### config.mk
export PLATFORM = sky130hd
export DESIGN_NAME = mac_array_seq
export DESIGN_NICKNAME = d
export VERILOG_FILES = /design/src/rtl/mac_array_seq.sv
export SDC_FILE = /design/constraint.sdc
export NUM_CORES = 1
export LEC_CHECK = 0
export CORE_ASPECT_RATIO = 0.75
export CORE_MARGIN = 5
export CORE_UTILIZATION = 46
export DETAILED_ROUTE_END_ITERATION = 12
export PLACE_DENSITY_LB_ADDON = 0.1
export SLEW_MARGIN = 20
export SYNTH_ARGS = -nofsm -noshare
export SYNTH_HDL_FRONTEND = slang
export SYNTH_SLANG_ARGS = --single-unit
### constraint.sdc
create_clock -name clk -period 5.7 [get_ports clk]
set_clock_uncertainty 0.15 [all_clocks]
set_input_delay 1.14 -clock clk [delete_from_list [all_inputs] [get_ports clk]]
set_output_delay 1.14 -clock clk [all_outputs]
set_load 0.05 [all_outputs]
### src/rtl/mac_array_seq.sv
// rtl/mac_array_seq.sv - load/clear/skewed-read sequencer for the 8x8 matrix-vector MAC array
module mac_array_seq #(
  parameter int ROWS         = 8,
  parameter int COLS         = 8,
  parameter int DATA_WIDTH   = 8,
  parameter int DRAIN_CYCLES = 2
) (
  input  logic                  clk,
  input  logic                  rst,
  input  logic                  start,
  input  logic                  ld_valid,
  input  logic [DATA_WIDTH-1:0] ld_data,
  output logic                  ld_ready,
  input  logic [ROWS-1:0]       a_full,
  input  logic [ROWS-1:0]       a_empty,
  input  logic                  b_full,
  input  logic                  b_empty,
  output logic [ROWS-1:0]       a_wrreq,
  output logic                  b_wrreq,
  output logic [DATA_WIDTH-1:0] wdata,
  output logic [ROWS-1:0]       a_rdreq,
  output logic                  b_rdreq,
  output logic                  fifo_clr,
  output logic                  mac_clr,
  output logic                  busy,
  output logic                  done,
  output logic                  err
);
  localparam int NBEATS = COLS + ROWS * COLS;
  localparam int LW     = $clog2(NBEATS + 1);
  localparam int RW     = $clog2(ROWS + COLS);
  localparam int DCW    = (DRAIN_CYCLES > 1) ? $clog2(DRAIN_CYCLES) : 1;

  typedef enum logic [2:0] {
    S_IDLE, S_FLUSH, S_LOAD, S_CLR, S_RUN, S_DRAIN, S_DONE
  } state_t;

  state_t          state, state_nx;
  logic [LW-1:0]   ld_cnt;
  logic [RW-1:0]   run_cnt;
  logic [DCW-1:0]  dr_cnt;
  logic            err_q;
  logic            tgt_b;
  logic            tgt_full;
  logic [LW-1:0]   a_off;
  logic [ROWS-1:0] a_sel;
  logic            underflow;

  // Beats 0..COLS-1 go to B, the rest fill the A rows in row-major order.
  always_comb begin
    tgt_b = (ld_cnt < LW'(COLS));
    a_off = ld_cnt - LW'(COLS);
    a_sel = '0;
    for (int r = 0; r < ROWS; r++) begin
      if (a_off / LW'(COLS) == LW'(r)) a_sel[r] = 1'b1;
    end
    tgt_full = tgt_b ? b_full : |(a_sel & a_full);
  end

  always_comb begin
    state_nx = state;
    ld_ready = 1'b0;
    a_wrreq  = '0;
    b_wrreq  = 1'b0;
    wdata    = ld_data;
    a_rdreq  = '0;
    b_rdreq  = 1'b0;
    fifo_clr = 1'b0;
    mac_clr  = 1'b0;
    done     = 1'b0;
    busy     = (state != S_IDLE);
    case (state)
      S_IDLE:  if (start) state_nx = S_FLUSH;
      S_FLUSH: begin
        fifo_clr = 1'b1;
        state_nx = S_LOAD;
      end
      S_LOAD: begin
        ld_ready = !tgt_full;
        if (ld_valid && !tgt_full) begin
          if (tgt_b) b_wrreq = 1'b1;
          else       a_wrreq = a_sel;
          if (ld_cnt == LW'(NBEATS - 1)) state_nx = S_CLR;
        end
      end
      S_CLR: begin
        mac_clr  = 1'b1;
        state_nx = S_RUN;
      end
      S_RUN: begin
        // Row r starts r cycles late so A[r][c] meets B[c] as it ripples down the chain.
        b_rdreq = (run_cnt < RW'(COLS));
        for (int r = 0; r < ROWS; r++) begin
          a_rdreq[r] = (run_cnt >= RW'(r)) && (run_cnt < RW'(r + COLS));
        end
        if (run_cnt == RW'(ROWS + COLS - 2)) state_nx = S_DRAIN;
      end
      S_DRAIN: if (dr_cnt == DCW'(DRAIN_CYCLES - 1)) state_nx = S_DONE;
      S_DONE: begin
        done     = 1'b1;
        state_nx = S_IDLE;
      end
      default: state_nx = S_IDLE;
    endcase
  end

  assign underflow = |(a_rdreq & a_empty) | (b_rdreq & b_empty);
  assign err       = err_q | underflow;

  always_ff @(posedge clk) begin
    if (rst) begin
      state   <= S_IDLE;
      ld_cnt  <= '0;
      run_cnt <= '0;
      dr_cnt  <= '0;
      err_q   <= 1'b0;
    end else begin
      state <= state_nx;
      case (state)
        S_FLUSH: ld_cnt <= '0;
        S_LOAD:  if (ld_valid && ld_ready) ld_cnt <= ld_cnt + 1'b1;
        S_CLR: begin
          run_cnt <= '0;
          dr_cnt  <= '0;
        end
        S_RUN:   run_cnt <= run_cnt + 1'b1;
        S_DRAIN: dr_cnt <= dr_cnt + 1'b1;
        default: ;
      endcase
      if (state == S_IDLE && start) err_q <= 1'b0;
      else if (underflow)           err_q <= 1'b1;
    end
  end
endmodule

==> impl_metrics.csv, run 1 <==
group,metric,value,unit
outcome,status,"finished clean",
sta,finalCritPeriodShare,90.6,%
power_and_ir_drop,p_comb_share,29.6,%
place,place_inst,260,
floorplan,rows,17,
layout,final-instance-count-excl-fill,264,
critical_path,timing.rr.start,"ld_cnt[4]",
critical_path,timing.rr.end,"ld_cnt[2]",
global_routing,grt_max_degree,17,
global_routing,grtUsageTotal,17.2,%
cts,clock_latency,0.25,ns
critical_path,cp_max_fo,5,
layout,nNetsFinal,266,
critical_path,critPathTopFamily,"buffers and inverters",
critical_path,critical_path.endpoint,"a_wrreq[4]",
floorplan,die_x,74.4,µm
power_and_ir_drop,internal_power,0.220,mW
critical_path,rrSetupSlack,3.25,ns
place,place_hpwl,2840,µm
synthesis,synthesis.nets,234,
critical_path,crit_arrival,3.87,ns
critical_path,setup.worst_path.start_class,"primary input",
sta,fin_crit,5.16,ns
sta,hold-worst-slack,0.356,ns
layout,fillCellCount,262,
route,vias,1456,
global_routing,antenna_found_initial,0,
power_and_ir_drop,p_seq_share,39.4,%
layout,design_area,0.00188,mm²
synthesis,synthCells,195,
critical_path,worstPathRequired,4.41,ns
power_and_ir_drop,sw_frac_of_total,32.6,%
sta,fmax,194,MHz
cts,cts.clk_slew.worst_paths,0.06,ns
critical_path,critical_path_class,"primary input to output port",
synthesis,postSynth.asyncResetShare,0,%
route,firstDrtPassIters,4,
layout,final_core_util,63.5,%
critical_path,slowest_delay,0.82,ns
route,avgRoutedWirePerCell,14.3,µm
critical_path,crit_chain,"clkdlybuf4s50_1 > and3_1 > o211a_1 > a311oi_2 > nand2_1 > or3_4 > nor3b_2 > clkdlybuf4s50_1",
floorplan,dieArea,0.00433,mm²
layout,layout-drive-gt1-share,5.75,%
min_path,min_path_cells,2,
route,via_per_inst,5.52,
cts,clk_path_buf_depth,2,
synthesis,syn_area,0.00143,mm²
synthesis,ys_seq_area_share,22.4,%
power_and_ir_drop,pwr-share-clk,31.1,%
synthesis,synth.distinct_cells,45,
sta,fin_setup_tns,0,ns
cts,cts_tree,"yes",
cts,cts_sinks,16,
cts,cts_hold_buf,0,
floorplan,fp.coreArea,0.00296,mm²
power_and_ir_drop,leakage,0.714,nW
power_and_ir_drop,peakVddDrop,0.152,mV
route,drt_first_iter_violations,39,
floorplan,die_y,58.3,µm
place,numPortBuffers,45,
sta,setup_viol,0,
floorplan,io_pins,62,
critical_path,crit_path_end_kind,"output port",
cts,post_cts_resized,0,
global_routing,grt_pass1_wl,5920,µm
layout,final_cell_mix,"clkdlybuf4s50_1, nor2_1, nand2_1, dfxtp_1, a21oi_1",
critical_path,critPathSlowestCell,"clkdlybuf4s50_1",
cts,root_buffer,"clkbuf_8",
sta,slew_headroom,62.5,%
floorplan,start_util,48.3,%
synthesis,avgSynthCellArea,7.33,µm²
synthesis,yosys_warnings,0,
critical_path,startpoint,"a_full[6]",
cts,htreeDepth,1,
sta,rsz0062_at_grt,"no",
synthesis,synth-seq-cells,16,
sta,tightest_slew,0.559,ns
synthesis,synth_ff_type,"dfxtp_1",
cts,post_cts_buffers,0,
critical_path,path_depth,8,
route,drc,0,
power_and_ir_drop,p_sw,0.107,mW
min_path,hp-class,"flop to flop",
critical_path,cp_num_buf_inv,2,
layout,final_common_cell,"clkdlybuf4s50_1",
place,gp_congestion,0.837,
sta,final_max_slew_viol_count,0,
sta,finalHoldViolCount,0,
route,finalWirelength,3760,µm
critical_path,cp_common_cell,"clkdlybuf4s50_1",
flow_run,drv_cap,0,
layout,area_growth,31.4,%
global_routing,grt_pass1_vias,1291,
synthesis,synth-edff-count,0,
layout,n_antenna_cell,0,
power_and_ir_drop,power_density,174,mW/mm²
place,place_area,0.00182,mm²
global_routing,grt_overflow,0,
route,drtAntennaViolNets,0,
min_path,hp-start,"ld_cnt[1]",
cts,cts_made_buffers,3,
critical_path,r2r_cells,6,
-- tightest hold or removal path: cells and delay by family, from the launching register on --
kind | cells | cell delay, ns
simple gates | 1 | 0.06
flops | 1 | 0.33
compound gates | 1 | 0.07
-- flip-flops by register name, indices dropped and copies added (netlist names) --
register,flops
run_cnt,4
state,3
ld_cnt,7
err_q,1
dr_cnt,1
-- routing by layer --
layer  vias up  wire, µm  GRT usage [%]
met4         0        51           5.84
met5         -         0              0
met2        40      1640           26.0
met3        10       272           2.77
li1        736         -              -
met1       670      1800           24.8
-- power groups by stage --
stage	Combinational [mW]	Clock, mW	Sequential, mW
after floorplan	0.0835	0	0.122
after global placement	0.0945	0	0.130
after detailed placement	0.0958	0	0.131
after CTS	0.0968	0.103	0.128
after global routing	0.104	0.109	0.131
final	0.0966	0.102	0.129
-- through the flow --
step	worst slack [ns]	total power [mW]
after CTS	0.512	0.328
final	0.535	0.327
after floorplan	0.995	0.206
after global placement	0.578	0.225
after detailed placement	0.522	0.227
after global routing	0.378	0.344
-- worst min-delay path by stage --
| stage | slack (ns) | endpoint |
|---|---|---|
| after CTS | 0.35 | ld_cnt[1] |
| final | 0.36 | ld_cnt[1] |
| after global routing | 0.37 | ld_cnt[1] |
| after floorplan | 0.31 | ld_cnt[1] |
| after detailed placement | 0.34 | ld_cnt[1] |
| after global placement | 0.33 | ld_cnt[2] |
-- cells by family (layout without fill, tap and decap cells) --
family / after synthesis / count (layout) / synth area share, %
simple gates: 95 / 95 / 37.0
flops: 16 / 16 / 22.4
compound gates: 39 / 39 / 18.4
xor+xnor: 4 / 4 / 2.45
fa+ha+maj: 9 / 9 / 7.88
buf+inv: 30 / 61 / 10.4
mux: 2 / 2 / 1.40
-- synthesized netlist by cell type (3+ instances only) --
master / number / area (µm²)
clkbuf_1: 7 / 26.3
o21ai_0: 6 / 30.0
and2_1: 7 / 43.8
dfxtp_1: 16 / 320
nor3b_2: 3 / 37.5
inv_1: 12 / 45.0
a221oi_1: 3 / 26.3
nand3_1: 4 / 20.0
nor2b_1: 5 / 31.3
or3_1: 3 / 18.8
buf_4: 9 / 67.6
nand4_1: 4 / 25.0
a22oi_1: 4 / 30.0
o22ai_1: 3 / 18.8
a21oi_1: 14 / 70.1
ha_1: 9 / 113
nand2_1: 16 / 60.1
xor2_1: 3 / 26.3
nor2_1: 25 / 93.8
nor3_1: 5 / 25.0
and3b_1: 3 / 26.3
nand2b_1: 5 / 31.3
-- final cells by class --
| cell class | instances | area, µm² | area share (%) |
|---|---|---|---|
| Clock buffer | 4 | 55.1 | 2.93 |
| Tap cell | 38 | 47.5 | 2.53 |
| Multi-Input combinational cell | 149 | 960 | 51.1 |
| Sequential cell | 16 | 320 | 17.1 |
| Timing Repair Buffer | 45 | 450 | 24.0 |
| Inverter | 12 | 45.0 | 2.40 |
No activity file was read; power rests on OpenSTA's default activity.
==> inputs of run 2 (changes only) <==
- CORE_MARGIN: 5 -> 1.5
==> run 2 against run 1 <==
Hold slack improved by 0.0060 ns. Cell count unchanged. Cell area stayed put. Largest cell class unchanged. Highest routed layer unchanged.
==> impl_metrics.csv, run 2 (synthesis results as in run 1) <==
group,metric,value,unit
layout,final_common_cell,"clkdlybuf4s50_1",
layout,final_core_util,63.5,%
layout,n_antenna_cell,0,
route,firstDrtPassIters,5,
power_and_ir_drop,power,0.326,mW
sta,fin_setup_tns,0,ns
sta,slew_headroom,63.8,%
power_and_ir_drop,power_density,174,mW/mm²
floorplan,start_util,48.3,%
route,drtAntennaViolNets,0,
min_path,hp-class,"flop to flop",
global_routing,grt_overflow,0,
place,place_hpwl,2790,µm
global_routing,grt_pass1_vias,1405,
layout,fillCellCount,266,
critical_path,worstPathRequired,4.41,ns
route,vias,1475,
floorplan,rows,17,
sta,fin_crit,5.27,ns
critical_path,critical_path_class,"primary input to output port",
cts,cts.clk_slew.worst_paths,0.06,ns
sta,rsz0062_at_grt,"no",
critical_path,setup.worst_path.start_class,"primary input",
critical_path,crit_path_end_kind,"output port",
global_routing,antenna_found_initial,0,
floorplan,die_y,51.3,µm
sta,setup_viol,0,
route,drt_first_iter_violations,62,
place,gp_congestion,0.803,
cts,cts_made_buffers,3,
layout,largest_reg_flops,7,
cts,root_buffer,"clkbuf_8",
critical_path,timing.rr.start,"ld_cnt[4]",
min_path,holdPathEnd,"ld_cnt[0]",
power_and_ir_drop,leakage,0.714,nW
global_routing,grt_max_degree,17,
min_path,min_path_cells,2,
sta,finalCritPeriodShare,92.5,%
layout,reg_top3,"ld_cnt: 7 flops, run_cnt: 4 flops, state: 3 flops",
cts,cts_tree,"yes",
place,numPortBuffers,45,
route,avgRoutedWirePerCell,14.1,µm
layout,area_growth,31.4,%
cts,post_cts_buffers,0,
cts,cts_hold_buf,0,
floorplan,io_pins,62,
floorplan,fp.coreArea,0.00296,mm²
cts,clock_latency,0.25,ns
sta,tightest_slew,0.543,ns
power_and_ir_drop,peakVddDrop,0.138,mV
floorplan,dieArea,0.00345,mm²
outcome,status,"finished clean",
sta,fmax,190,MHz
cts,htreeDepth,1,
cts,clk_path_buf_depth,2,
cts,cts_sinks,16,
floorplan,die_x,67.4,µm
min_path,hp-start,"ld_cnt[0]",
cts,post_cts_resized,0,
critical_path,crit_arrival,3.98,ns
layout,nNetsFinal,266,
route,finalWirelength,3730,µm
sta,finalHoldViolCount,0,
layout,largest-register,"ld_cnt",
layout,final-instance-count-excl-fill,264,
layout,final_cell_mix,"clkdlybuf4s50_1, nor2_1, nand2_1, dfxtp_1, a21oi_1",
layout,seq_area,320,µm²
critical_path,rrSetupSlack,3.24,ns
layout,multi_input_area,960,µm²
flow_run,drv_cap,0,
global_routing,grtUsageTotal,21.9,%
critical_path,r2r_cells,6,
sta,final_max_slew_viol_count,0,
place,place_inst,260,
critical_path,timing.rr.end,"ld_cnt[2]",
route,drc,0,
sta,hold-worst-slack,0.361,ns
layout,layout-drive-gt1-share,5.75,%
global_routing,grt_pass1_wl,5890,µm
critical_path,cp_max_fo,5,
route,via_per_inst,5.59,
run 2: how the worst max path moves through the flow:
stage / from / end / slack, ns / depth (start not counted)
2_1_floorplan: a_full[6] / a_wrreq[0] / 0.99 / 6
3_3_place_gp: a_full[6] / a_wrreq[4] / 0.58 / 8
3_5_place_dp: a_full[6] / a_wrreq[4] / 0.48 / 8
4_1_cts: a_full[6] / a_wrreq[4] / 0.47 / 8
5_1_grt: a_full[6] / a_wrreq[4] / 0.35 / 8
6_report: a_full[6] / a_wrreq[4] / 0.43 / 8
run 2: layer usage:
| metal | track usage (%) | up-vias | wire (µm) |
|---|---|---|---|
| li1 | - | 737 | - |
| met1 | 29.3 | 673 | 1800 |
| met2 | 36.1 | 54 | 1640 |
| met3 | 2.86 | 11 | 228 |
| met4 | 7.14 | 0 | 60 |
| met5 | 0 | - | 0 |
run 2: layout make-up:
type | count | area share [%]
timing repair buffer | 45 | 24.0
clock buffer | 4 | 2.93
multi-input combinational | 149 | 51.1
sequential | 16 | 17.1
tap | 38 | 2.53
inverter | 12 | 2.40
run 2: per-stage QoR:
stage / cell area, µm² / setup slack [ns]
after floorplan: 1430 / 0.995
after global placement: 1820 / 0.582
after detailed placement: 1820 / 0.475
after CTS: 1880 / 0.468
after global routing: 1880 / 0.352
final: 1880 / 0.426
run 2: critical path, stage by stage:
cell and delay [ns]:
clkdlybuf4s50_1 0.41, and3_1 0.19, o211a_1 0.23, a311oi_2 0.38, nand2_1 0.20, or3_4 0.40
nor3b_2 0.20, clkdlybuf4s50_1 0.84
run 2: report_power, final:
part           total, mW  leakage (nW)  switching, mW  internal, mW
registers          0.129         0.129         0.0126         0.116
clock network      0.101        0.0288         0.0394        0.0613
logic             0.0967         0.556         0.0541        0.0427
total              0.326         0.714          0.106         0.220
==> RTL edit 1 (flow settings as in run 1) <==
Change the parameter `COLS` from 8 to 4.
--- a/src/rtl/mac_array_seq.sv
+++ b/src/rtl/mac_array_seq.sv
@@ -1,7 +1,7 @@
 // rtl/mac_array_seq.sv - load/clear/skewed-read sequencer for the 8x8 matrix-vector MAC array
 module mac_array_seq #(
   parameter int ROWS         = 8,
-  parameter int COLS         = 8,
+  parameter int COLS         = 4,
   parameter int DATA_WIDTH   = 8,
   parameter int DRAIN_CYCLES = 2
 ) (
Formal check against the unedited RTL: not equivalent (a bounded check fails within 10 cycles, from zero or initial values and one cycle with rst high).
==> RTL edit 1 against run 1 <==
  * Routed wire length down 13%
  * Maximum frequency up 6.2%
  * Via count down 6.1%
  * Area after synthesis down 4.3%
  * Cell area down 5.1%
  * Power down 23%
  * Worst hold slack better by 0.032 ns
  * Worst setup slack better by 0.30 ns
  * Critical path depth down 1
  * Sequential power down 13%
  * Register-to-register slack better by 0.31 ns
  * Sequential cell count down 1
==> RTL edit 1: results (changes against run 1) <==
Global routing
  – Vias in the first global route: 1252 (was 1291)
  – Global-route wire length before repair: 5.520 mm (was 5.920 mm)

Min path
  – Hold Path Stages: 1 (was 2)
  – Hold Startpoint: run_cnt[3] (was ld_cnt[1])

Drt
  – WL final: 3.284 mm (was 3.763 mm)

Yosys
  – Yosys cell types: 48 (was 45)
  – Mux cell area share after synthesis: 0.04483 (was 0.01401)
  – Adder-Cell Fraction of Synth Area: 0.04575 (was 0.07881)
  – Syn_nets: 223 (was 234)
  – Seq/Total Area, Yosys: 0.2196 (was 0.2242)
  – Post-Synth XOR/XNOR Area: 0.01281 (was 0.02452)
  – Synth cell count leaders: nor2_1 (31), a21oi_1 (16), dfxtp_1 (15), inv_1 (13), nand2_1 (12) (was nor2_1 (25), dfxtp_1 (16), nand2_1 (16), a21oi_1 (14), inv_1 (12))

Cells and area
  – Largest regs: ld_cnt: 6 flops, run_cnt: 4 flops, state: 3 flops (was ld_cnt: 7 flops, run_cnt: 4 flops, state: 3 flops)
  – Post-Layout Cell Count: 256 (was 264)
  – Nets@finish: 254 (was 266)

Place
  – RePlAce Congestion: 0.8495 (was 0.8371)
  – Final HPWL DP: 2.608 mm (was 2.840 mm)

Power
  – Leakage: 0.6455 nW (was 0.7143 nW)
  – VDD IR max: 0.2058 mV (was 0.1515 mV)

Setup path
  – Arrival @ worst endpoint: 3.58 ns (was 3.87 ns)
  – Reg2Reg Depth: 7 (was 6)
  – Worst flop-to-flop path startpoint: run_cnt[1] (was ld_cnt[4])
  – Reg2reg setup slack: 3.56 ns (was 3.25 ns)

STA
  – Least-Margin Pin Slew: 0.5239 ns (was 0.5595 ns)
  – Hold slack: 0.3876 ns (was 0.3555 ns)

Outcome
  – Status: completed (unchanged)
[RTL edit 1: cell types whose count changed after synthesis, moves of 4 or more]
cell	delta
nand2_1	-4
and2_1	-5
clkbuf_1	-4
ha_1	-4
nor2_1	+6
[RTL edit 1: per-layer routing]
metal,GRT usage,routed length (um),vias up
met3,0.04577,289,4
met1,0.2262,1606,620
met2,0.2506,1376,48
met4,0.02895,11,0
met5,0,0,-
li1,-,-,695
[RTL edit 1: final cells by class]
cell class,count,share of cell area
repair buffers,45,0.2526
multi-input cells,140,0.4968
well taps,38,0.02667
flip-flops and latches,15,0.1684
clock buffers,3,0.02316
inverters,14,0.02947
clock inverters,1,0.002807
[RTL edit 1: power breakdown]
group,switching (mW),internal [mW]
sequential,0.00489,0.107
combinational,0.0288,0.0262
clock,0.0351,0.0483
total,0.0689,0.181
==> RTL edit 2 (flow settings as in run 1) <==
Without the edit above. Reset style: asynchronous (`rst`), changed in one clocked block.
--- a/src/rtl/mac_array_seq.sv
+++ b/src/rtl/mac_array_seq.sv
@@ -107,7 +107,7 @@
   assign underflow = |(a_rdreq & a_empty) | (b_rdreq & b_empty);
   assign err       = err_q | underflow;
 
-  always_ff @(posedge clk) begin
+  always_ff @(posedge clk or posedge rst) begin
     if (rst) begin
       state   <= S_IDLE;
       ld_cnt  <= '0;
Function: differs if rst is asserted again (counterexample within 4 cycles, from zero or initial values and one cycle with rst high); with rst held inactive, the same outputs for 10 cycles.
==> RTL edit 2 against run 1 <==
  * Count of clock-buffer cells in the layout down 1
  * Register-to-register slack worse by 0.02 ns
  * Non-clock buffer count unchanged
  * Die area up 3.7%
  * Worst setup slack better by 0.23 ns
  * Sequential cell count unchanged
  * Area after synthesis up 4.4%
  * Via count down 0.34%
  * Cell area up 1.6%
  * Routed wire length up 3.7%
  * Critical endpoint is now a_wrreq[3]
Power is not compared: it rests on default switching activity, and its combinational part moved more than twofold at a synthesized area within 25%.
==> RTL edit 2: results (changes against run 1) <==
Setup path
  – Worst flop-to-flop path startpoint: run_cnt[3] (was ld_cnt[4])
  – Max FO, Critical Path: 7 (was 5)
  – Arrival @ worst endpoint: 3.64 ns (was 3.87 ns)
  – Reg2Reg Depth: 7 (was 6)

STA
  – Slew HR: 0.4561 (was 0.6254)

Drt
  – Via density: 5.735 (was 5.515)
  – 1st-iter DRT viols: 111 (was 39)
  – WL/cell: 15.42 um (was 14.25 um)

Outcome
  – Status: completed (unchanged)

Global routing
  – Initial antenna violation count: 0 (unchanged)
  – Vias in the first global route: 1320 (was 1291)
  – Global-route wire length before repair: 6.230 mm (was 5.920 mm)
  – GRT Total Usage: 0.1798 (was 0.1724)

Place
  – Area post-placement: 0.001867 mm^2 (was 0.001823 mm^2)
  – Final HPWL DP: 3.087 mm (was 2.840 mm)
  – RePlAce Congestion: 0.8748 (was 0.8371)

Yosys
  – Post-Synth XOR/XNOR Area: 0.005872 (was 0.02452)
  – Seq/Total Area, Yosys: 0.2685 (was 0.2242)
  – Yosys cell types: 46 (was 45)
  – Synth cell count leaders: nor2_1 (18), dfrtp_1 (16), nand2_1 (16), inv_1 (13) (was nor2_1 (25), dfxtp_1 (16), nand2_1 (16), a21oi_1 (14), inv_1 (12))
  – Adder-Cell Fraction of Synth Area: 0.07550 (was 0.07881)
  – Ys flop type: dfrtp_1 (was dfxtp_1)
  – Mux cell area share after synthesis: 0.06208 (was 0.01401)
  – Post-synthesis compound-gate area fraction: 0.1711 (was 0.1839)
  – Syn_nets: 224 (was 234)
  – Largest cells by area after synthesis: dfrtp_1 (27%), ha_1 (7.6%), buf_4 (5.0%) (was dfxtp_1 (22%), ha_1 (7.9%), nor2_1 (6.6%))
  – Async S/R FF share, synth: 1.000 (was 0)

Cells and area
  – Ratio of cells with drive above 1 in the final layout: 0.04651 (was 0.05752)
  – Diodes inserted: 0 (unchanged)
  – Nets@finish: 256 (was 266)

Min path
  – Hold EP: ld_cnt[0] (was ld_cnt[1])
  – Hold Startpoint: ld_cnt[0] (was ld_cnt[1])

CTS
  – Worst-path clk slew: 0.06 ns (about the same)
RTL edit 2: power by group:
| part | leakage, nW | switching, mW | internal, mW |
|---|---|---|---|
| Combinational | 0.563 | 0.255 | 0.163 |
| Sequential | 0.215 | 0.0718 | 0.146 |
| Clock | 0.0216 | 0.0365 | 0.0468 |
| Total | 0.799 | 0.363 | 0.356 |
RTL edit 2: per-stage QoR:
stage          setup slack (ns)  cells  hold WS (ns)
2_1_floorplan             1.033    185        0.3228
3_3_place_gp             0.8667    250        0.3489
3_5_place_dp             0.8096    250        0.3563
4_1_cts                  0.8039    253        0.3676
5_1_grt                  0.7006    253        0.3912
6_report                 0.7659    253        0.3648
RTL edit 2: cells by family after synthesis:
kind of cell | Yosys count
simple gates | 83
flops | 16
mux | 9
compound gates | 36
fa+ha+maj | 9
buf+inv | 31
xor+xnor | 1
RTL edit 2: layout make-up:
cell class	instances	area (um^2)	area share
multi-input cells	138	919.6	0.4820
clock buffers	3	41.29	0.02164
inverters	13	48.80	0.02557
well taps	38	47.55	0.02492
repair buffers	45	450.4	0.2361
flip-flops and latches	16	400.4	0.2098
RTL edit 2: worst max path at each step:
stage,slack (ns),from,cells past startpoint,endpoint
floorplan,1.03,a_full[2],4,ld_ready
global placement,0.87,a_full[1],7,a_wrreq[3]
detailed placement,0.81,a_full[2],7,a_wrreq[3]
CTS,0.80,a_full[2],7,a_wrreq[3]
global route,0.70,a_full[2],7,a_wrreq[3]
finish,0.77,a_full[2],7,a_wrreq[3]
RTL edit 2: per-layer routing:
layer / GRT usage / part of all wire / up-vias
met1: 0.2628 / 0.47 / 683
li1: - / - / 712
met3: 0.04746 / 0.067 / 4
met5: 0 / 0 / -
met2: 0.2707 / 0.46 / 52
met4: 0.02244 / 0.0023 / 0
RTL edit 2: worst max-delay path, stage by stage:
cell and delay (ns):
clkdlybuf4s50_1 0.40, mux2_2 0.27, a32oi_1 0.23, and3_1 0.37, nand3_1 0.22, nor3_1 0.18
clkdlybuf4s50_1 0.83
